===== config.mk =====
export PLATFORM = sky130hd
export DESIGN_NAME = uart_rx_param
export DESIGN_NICKNAME = d
export VERILOG_FILES = /design/src/rtl/uart_rx_param.sv
export SDC_FILE = /design/constraint.sdc
export NUM_CORES = 1
export LEC_CHECK = 0
export CORE_MARGIN = 4
export CORE_UTILIZATION = 38
export DETAILED_ROUTE_END_ITERATION = 6
export PLACE_DENSITY = 0.6
export SYNTH_ARGS = -nofsm -noshare
export SYNTH_HDL_FRONTEND = slang
export SYNTH_SLANG_ARGS = --single-unit

===== constraint.sdc =====
create_clock -name clk -period 1.6 [get_ports clk]
set_clock_uncertainty 0.05 [all_clocks]
set_input_delay 0.32 -clock clk [delete_from_list [all_inputs] [get_ports clk]]
set_output_delay 0.32 -clock clk [all_outputs]
set_load 0.005 [all_outputs]

===== src/rtl/uart_rx_param.sv =====
// Parametrised UART receiver: glitch-rejecting start detect, optional parity,
// valid/ready holding register with overrun. UART_RX_MAJORITY_EN enables 2-of-3 bit voting.
module uart_rx_param #(
  parameter int CLKS_PER_BIT = 434,
  parameter int DATA_BITS    = 8,
  parameter int PARITY_MODE  = 0,
  parameter int DISP_BITS    = 4
) (
  input  logic                 clk,
  input  logic                 rst,
  input  logic                 rx_pin_in,
  input  logic                 rx_ready,
  output logic [DATA_BITS-1:0] rx_data,
  output logic                 rx_valid,
  output logic                 frame_err,
  output logic                 parity_err,
  output logic                 overrun,
  output logic                 busy,
  output logic [DISP_BITS-1:0] number_data_sig
);

  localparam int CW = $clog2(CLKS_PER_BIT);
  localparam int IW = $clog2(DATA_BITS + 1);
`ifdef UART_RX_MAJORITY_EN
  localparam int MAJ = 1;
`else
  localparam int MAJ = 0;
`endif
  // The start decision sits MAJ clocks past mid-bit; later bits inherit that offset.
  localparam logic [CW-1:0] START_PT = CW'(CLKS_PER_BIT / 2 - 1 + MAJ);
  localparam logic [CW-1:0] BIT_PT   = CW'(CLKS_PER_BIT - 1);

  typedef enum logic [2:0] {IDLE, START, DATA, PARITY, STOP} state_t;

  state_t                 r_state;
  logic [CW-1:0]          r_cnt;
  logic [IW-1:0]          r_idx;
  logic [DATA_BITS-1:0]   r_shift;
  logic                   r_par_err;
  logic                   r_rx_p0, r_rx_p1, r_rx_p2;
  logic                   w_fall;
  logic                   w_bit;

  // Synchroniser (p0, p1) and edge-detect history (p2); rx_s is r_rx_p1
  always_ff @(posedge clk) begin
    if (rst) begin
      r_rx_p0 <= 1'b1;
      r_rx_p1 <= 1'b1;
      r_rx_p2 <= 1'b1;
    end else begin
      r_rx_p0 <= rx_pin_in;
      r_rx_p1 <= r_rx_p0;
      r_rx_p2 <= r_rx_p1;
    end
  end

  assign w_fall = r_rx_p2 & ~r_rx_p1;

`ifdef UART_RX_MAJORITY_EN
  logic [1:0]    r_maj;
  logic [CW-1:0] w_pt;

  function automatic logic maj3(input logic a, input logic b, input logic c);
    return (a & b) | (a & c) | (b & c);
  endfunction

  assign w_pt  = (r_state == START) ? START_PT : BIT_PT;
  assign w_bit = maj3(r_maj[0], r_maj[1], r_rx_p1);

  always_ff @(posedge clk) begin
    if (rst) begin
      r_maj <= 2'b11;
    end else begin
      if (r_cnt == w_pt - CW'(2)) r_maj[0] <= r_rx_p1;
      if (r_cnt == w_pt - CW'(1)) r_maj[1] <= r_rx_p1;
    end
  end
`else
  assign w_bit = r_rx_p1;
`endif

  always_ff @(posedge clk) begin
    if (rst) begin
      r_state         <= IDLE;
      r_cnt           <= '0;
      r_idx           <= '0;
      r_shift         <= '0;
      r_par_err       <= 1'b0;
      rx_data         <= '0;
      rx_valid        <= 1'b0;
      frame_err       <= 1'b0;
      parity_err      <= 1'b0;
      overrun         <= 1'b0;
      busy            <= 1'b0;
      number_data_sig <= '0;
    end else begin
      frame_err  <= 1'b0;
      parity_err <= 1'b0;
      overrun    <= 1'b0;
      r_cnt      <= r_cnt + CW'(1);
      if (rx_valid && rx_ready) rx_valid <= 1'b0;

      case (r_state)
        IDLE: begin
          r_cnt     <= '0;
          r_par_err <= 1'b0;
          if (w_fall) begin
            r_state <= START;
            busy    <= 1'b1;
          end
        end
        START: begin
          if (r_cnt == START_PT) begin
            r_cnt <= '0;
            r_idx <= '0;
            if (!w_bit) begin
              r_state <= DATA;
            end else begin
              r_state <= IDLE;
              busy    <= 1'b0;
            end
          end
        end
        DATA: begin
          if (r_cnt == BIT_PT) begin
            r_cnt   <= '0;
            r_shift <= {w_bit, r_shift[DATA_BITS-1:1]};
            r_idx   <= r_idx + IW'(1);
            if (r_idx == IW'(DATA_BITS - 1))
              r_state <= (PARITY_MODE != 0) ? PARITY : STOP;
          end
        end
        PARITY: begin
          if (r_cnt == BIT_PT) begin
            r_cnt     <= '0;
            // Odd mode wants data^parity == 1, even mode wants 0
            r_par_err <= (^r_shift) ^ w_bit ^ (PARITY_MODE == 1);
            r_state   <= STOP;
          end
        end
        STOP: begin
          if (r_cnt == BIT_PT) begin
            r_cnt   <= '0;
            r_state <= IDLE;
            busy    <= 1'b0;
            if (!w_bit) begin
              frame_err <= 1'b1;
            end else if (r_par_err) begin
              parity_err <= 1'b1;
            end else if (!rx_valid || rx_ready) begin
              rx_data         <= r_shift;
              rx_valid        <= 1'b1;
              number_data_sig <= r_shift[DISP_BITS-1:0];
            end else begin
              overrun <= 1'b1;
            end
          end
        end
        default: begin
          r_state <= IDLE;
          busy    <= 1'b0;
        end
      endcase
    end
  end

endmodule


== After elaboration in Yosys (flattened, before gate mapping) ==
Cells that the tools add are included.
Word-level totals
  logic and storage cells: 86
  register bits after elaboration: 45
Cells by class
  bitwise logic cells: 7
  eq/ne operators: 14
  multiplexer cells: 30
  add/sub/neg operators: 2
  reduce and logical (&&, ||, !) cells: 18
Operators by type and width (number)
  $pmux 9 s3: 1
  $mux 3: 6
  $mux 9: 2
  $pmux 3 s5: 1
  $mux 1: 14
  $ne 2x2->1 const B: 7
  $reduce_and 5->1: 2
  $add 9x1->9 const B: 1
  $eq 9x8->1 const B: 1
  $eq 9x9->1 const B: 1
  $mux 4: 2
  $pmux 4 s2: 1
  $reduce_xor 8->1: 1
  $eq 3x2->1 const B: 2
  $reduce_and 6->1: 1
  $reduce_or 3->1: 2
  $not 1->1: 5
  $reduce_or 5->1: 1
  $add 4x1->4 const B: 1
  $eq 4x3->1 const B: 1
  $pmux 1 s4: 1
  $reduce_and 2->1: 2
  $reduce_bool 2->1: 2
  $reduce_or 4->1: 1
  other kinds (12): 12

== Logic depth before layout (Yosys ltp) ==
  depth after elaboration: 7
  mapped depth: 8

== Worst setup path before layout ==
Ideal clock, no wire load.
  path kind: register to register
  start point: register r_cnt[0]
  end point: register busy
  clock period less this slack: 1.606 ns
  data required time: 1.479 ns
  setup time: 0.071 ns
  stages on the path, launching flop included: 7
  arrival time: 1.485 ns
  setup slack: -0.006 ns
  path through: dfxtp_1 > inv_1 > ha_1 > and4bb_2 > a2111oi_1 > o21ai_0 > a21oi_1
Between the ends
  word-level cells in the longest chain between the ends: 3
  elaborated cells on any way between the ends: 5
RTL lines
  start: declaration: line 36  | logic [CW-1:0] r_cnt;
  start signal: assignment: line 100  | r_cnt <= r_cnt + CW'(1);
  $eq 9x9->1 or $eq 9x8->1 (tied branches): line 142, 113
  $ne 2x2->1 (no line)
  $reduce_and 5->1 (no line) (*)
  end signal: assignment: line 120  | busy <= 1'b0;
  end signal: assignment: line 145  | busy <= 1'b0;
  end signal: assignment: line 161  | busy <= 1'b0;
  end: declaration: line 18  | output logic busy,
Mark *: on every way between the ends. The rest lies on a longest branch, timed or not.
A chain may end at the register's enable or synchronous reset.

== Final worst setup path ==
  start point: register r_cnt[1]
  end point: register rx_data[6]
Between the ends
  word-level cells in the longest chain between the ends: 2
RTL lines
  $eq 9x9->1: line 142  | if (r_cnt == BIT_PT) begin
  $reduce_and 5->1 (no line)
  end signal: assignment: line 151  | rx_data <= r_shift;
  end: declaration: line 13  | output logic [DATA_BITS-1:0] rx_data,
Every way passes these cells.

==> flow_metrics.env <==
export IMPL_hpwl_mm=2.88
export IMPL_power_leakage_nw=0.955
export IMPL_fin_ws_ps=-21.6
export IMPL_seqPwrFrac_pct=52.1
export IMPL_crit_end="rx_data[6]"
export IMPL_cp_start_kind="flop"
export IMPL_grtUsageMet3_pct=3.74
export IMPL_grt_antenna_before_repair=0
export IMPL_nets=258
export IMPL_synth_distinct_cells=45
export IMPL_grtUsageMet1_pct=19.7
export IMPL_die_area_um2=6240
export IMPL_finalHoldViolations=0
export IMPL_gp_congestion=0.802
export IMPL_die_h_um=79
export IMPL_grt_pass1_wl_mm=7.06
export IMPL_yosysTopAreaCell="dfxtp_1"
export IMPL_rr_worst_depth=8
export IMPL_wl_per_cell_um=12.9
export IMPL_setup_viol=3
export IMPL_track_usage_pct=14.5
export IMPL_gr_usage_met2_pct=21.2
export IMPL_fillers=439
export IMPL_r2r_setup_slack_ps=-20
export IMPL_drive_gt1_share_pct=27.1
export IMPL_grt_max_degree=28
export IMPL_irDropWorstVdd_mv=0.456
export IMPL_clockRootBuffer="clkbuf_8"
export IMPL_grt_pass1_vias=1491
export IMPL_vias_per_cell=4.95
export IMPL_power_mw=1.98
export IMPL_synth_edf_count=0
export IMPL_gr_total_overflow=0
export IMPL_path_class="reg -> reg"
export IMPL_syn_instance_count=208
export IMPL_critPathMaxFanout=8
export IMPL_initial_core_util_pct=39.8
export IMPL_yosys_warnings=0
export IMPL_drt_antenna_violating_nets=0
export IMPL_fin_util_pct=53.8
export IMPL_drt_first_iter_violations=45
export IMPL_p_sw_share_pct=20.8
export IMPL_maxSlewHeadroom_pct=66.5
export IMPL_cellInternalPower_mw=1.57
export IMPL_crit_start="r_cnt[1]"
export IMPL_pwr_share_comb_pct=3.8
export IMPL_period_minus_slack_ps=1620
export IMPL_rows=25
export IMPL_area_growth_pct=35.4
export IMPL_portBuffers=20
export IMPL_syn_nets=216
export IMPL_post_place_ws_ps=-104
export IMPL_io_pins=21
export IMPL_p_per_area_nw_per_um2=765
export IMPL_slew_viol_final=0
export IMPL_synthFlopType="dfxtp_1"
export IMPL_min_from="r_rx_p0"
export IMPL_status="finished, violations left"
export IMPL_rsz0062_at_grt="yes"
export IMPL_arrival_ps=1810
export IMPL_design_area_um2=2590
export IMPL_yosysTopAreaCellShare_pct=42.8
export IMPL_path_clk_slew_ps=80
export IMPL_synth_most_common_cell="dfxtp_1"
export IMPL_synth_seq_cells=41
export IMPL_clockBufferDepth=2
export IMPL_worst_pin_slew_ps=501
export IMPL_power_share_clock_pct=44.1
export IMPL_vias=1574
export IMPL_wirelength_mm=4.09
export IMPL_cts_num_sinks=41
export IMPL_cp_end_kind="flop"
export IMPL_timing_rr_start="r_cnt[1]"
export IMPL_synth_commonest_cells="dfxtp_1 (41), nor2_1 (24), nand3_1 (19)"
export IMPL_finalNonFillerCells=318
export IMPL_postSynthAreaPerCell_um2=9.21
export IMPL_synth_area_um2=1920
export IMPL_cts_max_level=2
export IMPL_cts_buffers=5
export IMPL_die_w_um=79
export IMPL_worstPathRequired_ps=1780
export IMPL_holdCritPathClass="reg -> reg"
export IMPL_synthArstFlopShare_pct=0
export IMPL_period_share_pct=101
export IMPL_r2r_end="rx_data[6]"
export IMPL_p_sw_mw=0.412
export IMPL_synth_seq_area_share_pct=42.8
export IMPL_synth_area_top_cells="dfxtp_1 (43%), nand3_1 (5.0%), nor2_1 (4.7%), mux2i_1 (4.2%), a21oi_1 (3.9%)"
export IMPL_core_um2=4820
export IMPL_drtPass1Iterations=4
export IMPL_placed_area_um2=2330
export IMPL_violations="negative setup slack"
export IMPL_grt_busiest_layer="met2"
export IMPL_maxClockFrequency_mhz=617
export IMPL_drv_cap=0
export IMPL_antennaDiodeCount=0
export IMPL_placed_cells=309
export IMPL_clk_insertion_delay_late_ps=290
export IMPL_drc=0
export IMPL_cts_tree="built"
-- repair_timing --
action / 4_1_cts / 5_1_grt
resized for setup: 13 / 30
setup endpoints to repair: 33 / 35
buffers inserted: 1 / 0
hold buffers: 0 / 0
pin swaps: 4 / 13
-- power groups by stage --
stage | logic [mW] | clock network, mW | registers, mW
2_1_floorplan | 0.0388 | 0 | 1.06
3_3_place_gp | 0.0701 | 0 | 1.06
3_5_place_dp | 0.0696 | 0 | 1.06
4_1_cts | 0.0759 | 0.900 | 1.03
5_1_grt | 0.0844 | 0.939 | 1.03
6_report | 0.0760 | 0.875 | 1.03
-- routing by layer --
layer,wire (µm),vias to the layer above
li1,-,807
met4,74,0
met2,1890,27
met3,132,5
met1,2000,735
met5,0,-
-- cells by family (layout without fill, tap and decap cells) --
kind of cell,after synthesis,count (layout),synth area share [%]
and+or+nand+nor,76,76,22.9
muxes,8,8,4.18
AOI/OAI and AO/OA,43,43,14.2
adders and majority gates,4,4,2.61
xor gates and xnor gates,14,14,7.12
buffers and inverters,22,65,6.14
DFF,41,41,42.8
-- layout by cell type, fill, tap and decap left out, drive strengths merged, types with 4 or more instances in the layout --
| cell | n |
|---|---|
| dfxtp | 41 |
| nor2 | 24 |
| clkbuf | 6 |
| inv | 7 |
| buf | 30 |
| clkdlybuf4s50 | 20 |
| a21oi | 15 |
| xor2 | 5 |
| o21ai | 13 |
| nand2 | 5 |
| ha | 4 |
| xnor2 | 8 |
| nand3 | 20 |
| nand4 | 4 |
| mux2i | 8 |
| a31oi | 4 |
-- worst min path at each step --
stage	to	cells after the start
after floorplan	r_rx_p1	1
after global placement	r_rx_p1	1
after detailed placement	r_rx_p1	1
after CTS	r_rx_p1	1
after global routing	r_rx_p1	1
final	r_rx_p1	1
-- sequential cells by signal (all words and copies together), names as in the netlist --
register    flops
r_par_err       1
frame_err       1
busy            1
r_shift         8
r_state         3
r_rx_p2         1
parity_err      1
r_rx_p0         1
overrun         1
r_idx           4
r_cnt           9
rx_data         8
r_rx_p1         1
rx_valid        1
-- worst max-delay path: stages (launching register included) --
cell      delay (ps)
dfxtp_2          330
inv_2             70
ha_4             110
and4bb_2         270
buf_6            140
and4_1           200
buf_6            140
nand3_1          100
a21oi_2          140
-- final cells by class --
cell class	instances	area, µm²	share of cell area (%)
multi-input combinational	145	1080	41.6
timing repair buffer	50	457	17.6
inverter	7	26.3	1.01
clock buffer	6	82.6	3.18
tap	67	83.8	3.23
sequential	41	828	31.9
clock inverter	2	37.5	1.45
-- stage by stage --
stage / TNS (ps) / hold slack [ps]
2_1_floorplan: 0 / 339
3_3_place_gp: -755 / 344
3_5_place_dp: -1100 / 347
4_1_cts: -353 / 366
5_1_grt: -1800 / 384
6_report: -46.8 / 363
No activity file was read; power rests on OpenSTA's default activity.
